$ cat config.mk
export PLATFORM = sky130hd
export DESIGN_NAME = regfile_wb_arbiter_flat
export DESIGN_NICKNAME = d
export VERILOG_FILES = /design/src/rtl/regfile_wb_arbiter_if.sv /design/src/rtl/regfile_wb_arbiter.sv /design/src/flat_wrapper.sv
export SDC_FILE = /design/constraint.sdc
export NUM_CORES = 1
export LEC_CHECK = 0
export ABC_CLOCK_PERIOD_IN_PS = 1800
export CAP_MARGIN = 20
export CORE_AREA = 2 2 57 59
export CTS_CLUSTER_DIAMETER = 80
export DETAILED_ROUTE_END_ITERATION = 12
export DIE_AREA = 0 0 59 61
export PLACE_DENSITY = 0.77
export SLEW_MARGIN = 5
export SYNTH_ARGS = -nofsm -noshare
export SYNTH_HDL_FRONTEND = slang
export SYNTH_SLANG_ARGS = --single-unit
export TNS_END_PERCENT = 5
$ cat constraint.sdc
create_clock -name Clk -period 1.8 [get_ports Clk]
set_clock_uncertainty 0.2 [all_clocks]
set_input_delay 0.54 -clock Clk [delete_from_list [all_inputs] [get_ports Clk]]
set_output_delay 0.54 -clock Clk [all_outputs]
set_load 0.05 [all_outputs]
$ cat src/rtl/regfile_wb_arbiter_if.sv
// Writeback bus between the two requesters (A = ALU, B = load unit) and the
// register-file write-port arbiter.
interface regfile_wb_arbiter_if #(
  parameter int DATA_W = 16,
  parameter int DR_W   = 3
);
  logic              A_REQ;
  logic [DR_W-1:0]   A_DR;
  logic [DATA_W-1:0] A_DATA;
  logic              A_GNT;
  logic              B_REQ;
  logic [DR_W-1:0]   B_DR;
  logic [DATA_W-1:0] B_DATA;
  logic              B_GNT;
  logic              LD_REG;
  logic [DR_W-1:0]   DRMUXOUT;
  logic [DATA_W-1:0] WB_DATA;
  logic              LAST_WIN;

  modport slave (
    input  A_REQ, A_DR, A_DATA, B_REQ, B_DR, B_DATA,
    output A_GNT, B_GNT, LD_REG, DRMUXOUT, WB_DATA, LAST_WIN
  );

  modport master (
    output A_REQ, A_DR, A_DATA, B_REQ, B_DR, B_DATA,
    input  A_GNT, B_GNT, LD_REG, DRMUXOUT, WB_DATA, LAST_WIN
  );
endinterface

$ cat src/rtl/regfile_wb_arbiter.sv
// Round-robin arbiter for the single register-file write port; grant in cycle N, write in N+1.
// Optional conflict counter compiled in with `define WBARB_CONFLICT_CNT_EN.
module regfile_wb_arbiter #(
  parameter int DATA_W = 16,
  parameter int DR_W   = 3
) (
  input  logic                 Clk,
  input  logic                 Reset,
  regfile_wb_arbiter_if.slave  bus
`ifdef WBARB_CONFLICT_CNT_EN
  ,
  output logic [15:0]          CONFLICT_CNT
`endif
);

`ifdef WBARB_CONFLICT_CNT_EN
  function automatic logic [15:0] sat_inc16(input logic [15:0] v);
    return (v == 16'hFFFF) ? v : v + 16'd1;
  endfunction
`endif

  logic              w_a_win_p0;
  logic              w_b_win_p0;
  logic              r_vld_p1;
  logic [DR_W-1:0]   r_dr_p1;
  logic [DATA_W-1:0] r_data_p1;
  logic              r_last_win;

  // Stage p0: combinational grant; LAST_WIN=1 means B went last, so A takes a tie.
  always_comb begin
    w_a_win_p0 = 1'b0;
    w_b_win_p0 = 1'b0;
    if (!Reset) begin
      w_a_win_p0 = bus.A_REQ & (~bus.B_REQ | r_last_win);
      w_b_win_p0 = bus.B_REQ & (~bus.A_REQ | ~r_last_win);
    end
  end

  assign bus.A_GNT = w_a_win_p0;
  assign bus.B_GNT = w_b_win_p0;

  // Stage p1: capture the winner; DR/DATA hold when nothing was granted.
  always_ff @(posedge Clk) begin
    if (Reset) begin
      r_vld_p1   <= 1'b0;
      r_dr_p1    <= '0;
      r_data_p1  <= '0;
      r_last_win <= 1'b1;
    end else begin
      r_vld_p1 <= w_a_win_p0 | w_b_win_p0;
      if (w_a_win_p0) begin
        r_dr_p1    <= bus.A_DR;
        r_data_p1  <= bus.A_DATA;
        r_last_win <= 1'b0;
      end else if (w_b_win_p0) begin
        r_dr_p1    <= bus.B_DR;
        r_data_p1  <= bus.B_DATA;
        r_last_win <= 1'b1;
      end
    end
  end

  assign bus.LD_REG   = r_vld_p1;
  assign bus.DRMUXOUT = r_dr_p1;
  assign bus.WB_DATA  = r_data_p1;
  assign bus.LAST_WIN = r_last_win;

`ifdef WBARB_CONFLICT_CNT_EN
  logic        w_both_p0;
  logic [15:0] r_conflict_cnt;

  assign w_both_p0 = bus.A_REQ & bus.B_REQ;

  always_ff @(posedge Clk) begin
    if (Reset) begin
      r_conflict_cnt <= 16'h0000;
    end else if (w_both_p0) begin
      r_conflict_cnt <= sat_inc16(r_conflict_cnt);
    end
  end

  assign CONFLICT_CNT = r_conflict_cnt;
`endif

endmodule

$ cat src/flat_wrapper.sv
// flat-port wrapper written by rule: the top's interface ports become plain ports
module regfile_wb_arbiter_flat 
#(
  parameter int DATA_W = 16,
  parameter int DR_W   = 3
)
  (Clk, Reset, bus_A_REQ, bus_A_DR, bus_A_DATA, bus_B_REQ, bus_B_DR, bus_B_DATA, bus_A_GNT, bus_B_GNT, bus_LD_REG, bus_DRMUXOUT, bus_WB_DATA, bus_LAST_WIN);
  regfile_wb_arbiter_if #(.DATA_W(DATA_W), .DR_W(DR_W)) bus_i ();
  input  logic Clk;
  input  logic Reset;
  input wire logic [$bits(bus_i.A_REQ)-1:0] bus_A_REQ;
  input wire logic [$bits(bus_i.A_DR)-1:0] bus_A_DR;
  input wire logic [$bits(bus_i.A_DATA)-1:0] bus_A_DATA;
  input wire logic [$bits(bus_i.B_REQ)-1:0] bus_B_REQ;
  input wire logic [$bits(bus_i.B_DR)-1:0] bus_B_DR;
  input wire logic [$bits(bus_i.B_DATA)-1:0] bus_B_DATA;
  output wire logic [$bits(bus_i.A_GNT)-1:0] bus_A_GNT;
  output wire logic [$bits(bus_i.B_GNT)-1:0] bus_B_GNT;
  output wire logic [$bits(bus_i.LD_REG)-1:0] bus_LD_REG;
  output wire logic [$bits(bus_i.DRMUXOUT)-1:0] bus_DRMUXOUT;
  output wire logic [$bits(bus_i.WB_DATA)-1:0] bus_WB_DATA;
  output wire logic [$bits(bus_i.LAST_WIN)-1:0] bus_LAST_WIN;
  assign bus_i.A_REQ = bus_A_REQ;
  assign bus_i.A_DR = bus_A_DR;
  assign bus_i.A_DATA = bus_A_DATA;
  assign bus_i.B_REQ = bus_B_REQ;
  assign bus_i.B_DR = bus_B_DR;
  assign bus_i.B_DATA = bus_B_DATA;
  assign bus_A_GNT = bus_i.A_GNT;
  assign bus_B_GNT = bus_i.B_GNT;
  assign bus_LD_REG = bus_i.LD_REG;
  assign bus_DRMUXOUT = bus_i.DRMUXOUT;
  assign bus_WB_DATA = bus_i.WB_DATA;
  assign bus_LAST_WIN = bus_i.LAST_WIN;
  regfile_wb_arbiter #(.DATA_W(DATA_W), .DR_W(DR_W)) u_core (.Clk(Clk), .Reset(Reset), .bus(bus_i));
endmodule
# --- Word-level counts from Yosys, hierarchy flattened ---
# Cells that the tools add are included.
totals:
  word_cells: 21
  regBits: 21
  out_inout_bits: 23
classes:
  n_bitwise: 8
  n_reduce_logical: 1
  n_mux: 8
op_table:
  columns: ["cell", "n"]
  rows:
  - ["two-way mux 16 bit", 2]
  - ["two-way mux 3 bit", 2]
  - ["two-way mux 1 bit", 4]
  - ["NOT 1 bit", 3]
  - ["OR 1 bit", 3]
  - ["AND 1 bit", 2]
  - ["nonzero test 2 bit", 1]

# --- Logic depth before layout (Yosys ltp) ---
logic_depth:
  ltp_word: 6
  mapped_depth: 6
  mapped_depth_nobuf: 3

# --- Worst setup path after synthesis ---
# Ideal clock, no wire load.
synth_path:
  path_type: "input port to output port"
  start: "input port Reset"
  end: "output port bus_B_GNT"
  arrival_time_ns: 2.054
  path_slack_ns: -0.994
  path_stages: 3
  n_path_buf: 2
  path_cell_list: "buf_6 > clkbuf_1 > a211oi_1"
synth_via:
  elab_chain_len: 1
synth_lines:
  columns: ["item", "line", "rtl"]
  rows:
  - ["from (decl)", "flat_wrapper.sv:10", "input logic Reset;"]
  - ["two-way mux 1 bit", "regfile_wb_arbiter.sv:33", "if (!Reset) begin"]
  - ["to (decl)", "flat_wrapper.sv:18", "output wire logic [$bits(bus_i.B_GNT)-1:0] bus_B_GNT;"]
# No other way between the ends.

# --- Worst setup path in the final report ---
layout_path:
  start: "register u_core.r_last_win (netlist: u_core.bus.LAST_WIN)"
  end: "output port bus_A_GNT"
layout_via:
  elab_chain_len: 3
layout_lines:
  columns: ["item", "line", "rtl"]
  rows:
  - ["from (decl)", "regfile_wb_arbiter.sv:27", "logic r_last_win;"]
  - ["from (signal assigned)", "regfile_wb_arbiter.sv:48", "r_last_win <= 1'b1;"]
  - ["from (signal assigned)", "regfile_wb_arbiter.sv:54", "r_last_win <= 1'b0;"]
  - ["from (signal assigned)", "regfile_wb_arbiter.sv:58", "r_last_win <= 1'b1;"]
  - ["OR 1 bit", "regfile_wb_arbiter.sv:34", "w_a_win_p0 = bus.A_REQ & (~bus.B_REQ | r_last_win);"]
  - ["AND 1 bit", "regfile_wb_arbiter.sv:34", null]
  - ["two-way mux 1 bit", "regfile_wb_arbiter.sv:33", null]
  - ["to (decl)", "flat_wrapper.sv:17", "output wire logic [$bits(bus_i.A_GNT)-1:0] bus_A_GNT;"]
# No other way between the ends.

==> results.py <==
metrics = {
    "status": {
        "status": "finished with violations",
        "violations": "negative setup slack",
    },
    "detailed_routing": {
        "drc": 0,
        "vias": 1087,
        "wl_per_cell_um": 15.7,
        "drt_iter0_drc": 34,
        "ant_nets": 0,
        "vias_per_cell": 5.44,
        "dr.pass1.iters": 4,
        "wirelength_um": 3140,
    },
    "global_route": {
        "antenna_found_initial": 0,
        "grt_pass1_wl_um": 4910,
        "overflow": 0,
        "grt_pass1_vias": 1058,
        "grt_usage_pct": 18.4,
        "grt_max_degree": 21,
    },
    "timing": {
        "min_period_over_period_pct": 106,
        "hold_viol": 0,
        "slew_violations": 0,
        "fin_setup_tns_ps": -200,
        "tightest_slew_ps": 727,
        "rsz0062_at_grt": "true",
        "slew_headroom_pct": 51.3,
        "layout_setup_ws_ps": -102,
        "period_needed_ps": 1900,
        "setup_viol": 2,
        "fmax_mhz": 526,
    },
    "power_and_ir_drop": {
        "p_total_w": 0.00138,
        "sequentialPowerShare_pct": 40.4,
        "peakVddDrop_mv": 0.317,
        "intPower_w": 0.000917,
        "combPwrFrac_pct": 42.8,
        "power_frac_clock_pct": 16.9,
        "powerDensity_nw_per_um2": 689,
        "p_leak_nw": 0.858,
        "p_switching_w": 0.000467,
        "p_sw_share_pct": 33.8,
    },
    "die": {
        "rows": 20,
        "die_x_um": 59,
        "die_area_um2": 3600,
        "core_area_um2": 2950,
        "initial_utilization_pct": 35.0,
        "die_h_um": 61,
        "boundaryPins": 65,
    },
    "run": {
        "max_cap_violations": 0,
    },
    "clocking": {
        "h-tree-depth": 1,
        "numCtsBuffers": 3,
        "ctsHoldBuffers": 0,
        "clockRootBuffer": "clkbuf_4",
        "insertion_delay_ps": 310,
        "cts.sinks": 21,
        "clockBufferDepth": 2,
        "clkTransAtPathRegs_ps": 120,
        "cts_tree": "done",
    },
    "setup_path": {
        "critPathRequiredTime_ps": 1060,
        "worst_r2r_endpoint": "u_core.bus.WB_DATA[7]",
        "end_kind": "output pin",
        "path_cells": "nand2b_4 -> nand2_4 -> clkinvlp_4 -> buf_12",
        "crit_path_start_kind": "register",
        "worstReg2RegStart": "u_core.bus.LAST_WIN",
        "cp.arrival_ps": 1160,
        "critPathKind": "register to output pin",
        "critical-path-slowest-cell": "dfxtp_4",
        "reg2reg_depth": 4,
        "cp_slowest_stage_delay_ps": 380,
        "r2r_setup_slack_ps": 320,
        "critPathMaxFanout": 4,
    },
    "logic_synthesis": {
        "ys_warn_count": 0,
        "synth_cell_types": 15,
        "synth_fp_nets": 143,
        "synth.avg_cell_area_um2": 10.2,
        "syn-cell-area_um2": 1030,
        "ys_seq_area_share_pct": 40.6,
        "ys_ff_latch": 21,
        "postSynthCellCount": 101,
    },
    "final_layout": {
        "stdcell_count": 200,
        "fillerInstances": 230,
        "nets": 210,
        "register_area_um2": 424,
        "syn_to_final_growth_pct": 94.2,
        "multiInputGateArea_um2": 548,
        "fin_util_pct": 68.1,
        "n_antenna_cell": 0,
        "drive_gt1_share_pct": 28.1,
    },
    "placement": {
        "dp_cells": 195,
        "portBuffers": 64,
        "gp_congestion": 0.786,
        "dp_hpwl_um": 2430,
        "place_ws_ps": -786,
    },
    "min_path": {
        "whs_path_depth": 2,
        "min_to": "u_core.bus.LAST_WIN",
        "worstHoldStart": "u_core.bus.LAST_WIN",
        "hp-class": "register to register",
    },
}
## placed cells by master (no fill, tap or decap), types with 2 or more instances in the layout
cell,netlist,final
buf_6,5,3
and3_1,19,19
clkbuf_4,0,3
buf_4,0,9
buf_12,0,23
nor3b_1,19,19
a221o_1,19,19
nor2_1,2,2
clkdlybuf4s50_1,0,38
dfxtp_1,21,20
## kinds of logic (layout without fill, tap and decap cells)
logic type / after synthesis / in the layout / share of synthesized area (%)
flops: 21 / 21 / 40.6
buf+inv: 14 / 80 / 8.71
compound gates: 20 / 20 / 19.1
simple gates: 46 / 46 / 31.6
## routing by layer
metal  share of wire (%)  GRT usage (%)  wire (um)  vias to the layer above
li1                    -              -          -                      523
met1                  40           20.2       1260                      492
met2                  47           34.1       1490                       69
met3                  11           5.76        360                        3
met4                0.92           4.87         29                        0
met5                   0              0          0                        -
## sequential cells by signal, summed over array words and instances (netlist names)
name / count
u_core.bus.WB_DATA: 16
u_core.bus.DRMUXOUT: 3
u_core.bus.LAST_WIN: 1
u_core.bus.LD_REG: 1
## Yosys cell counts
cell type / number / area, um^2
a221o_1: 19 / 190
nand2b_1: 1 / 6.26
nor2b_4: 1 / 13.8
and3_1: 19 / 119
clkbuf_1: 7 / 26.3
inv_1: 2 / 7.51
a211oi_1: 1 / 7.51
nand2b_2: 1 / 8.76
nor3_2: 1 / 10.0
nor2_1: 2 / 7.51
nand2_4: 1 / 11.3
nor3b_1: 19 / 143
dfxtp_1: 21 / 420
buf_6: 5 / 56.3
nand3b_1: 1 / 7.51
## power by group through the flow
stage / clock (W) / combinational (W) / sequential [W]
after floorplan: 0 / 0.000132 / 0.000696
after global placement: 0 / 0.000575 / 0.000569
after detailed placement: 0 / 0.000583 / 0.000570
after CTS: 0.000236 / 0.000594 / 0.000559
after global routing: 0.000256 / 0.000617 / 0.000565
final: 0.000234 / 0.000592 / 0.000559
## metrics by stage
stage / hold WS, ps / instance area [um^2]
after global placement: 327 / 1950
after detailed placement: 342 / 1950
after floorplan: 421 / 1070
final: 347 / 2010
after global routing: 380 / 2010
after CTS: 348 / 2010
## critical path: cells and delay by family, from the launching register on
family / cells / cell delay, ps
buf+inv: 2 / 250
flops: 1 / 380
simple gates: 2 / 220
## what timing repair did
action / CTS / global route
cloned: 0 / 0
pin swaps: 1 / 0
setup buffers: 1 / 0
resized for setup: 23 / 0
setup endpoints to repair: 21 / 2
## cell type report
cell class,count,area share (%)
clock buffers,3,1.12
inverters,2,0.560
repair buffers,74,47.6
flip-flops and latches,21,21.1
clock inverters,1,0.249
well taps,33,2.05
multi-input cells,66,27.3
## how the worst max path moves through the flow
stage                        start               endpoint  slack (ps)  cells after the start
4_1_cts        u_core.bus.LAST_WIN              bus_A_GNT        -110                      4
6_report       u_core.bus.LAST_WIN              bus_A_GNT        -100                      4
3_5_place_dp                 Reset  u_core.bus.WB_DATA[7]        -790                      3
2_1_floorplan                Reset              bus_B_GNT        -210                      3
3_3_place_gp                 Reset  u_core.bus.WB_DATA[6]        -680                      3
5_1_grt        u_core.bus.LAST_WIN              bus_A_GNT        -150                      4
No activity file was read; power rests on OpenSTA's default activity.
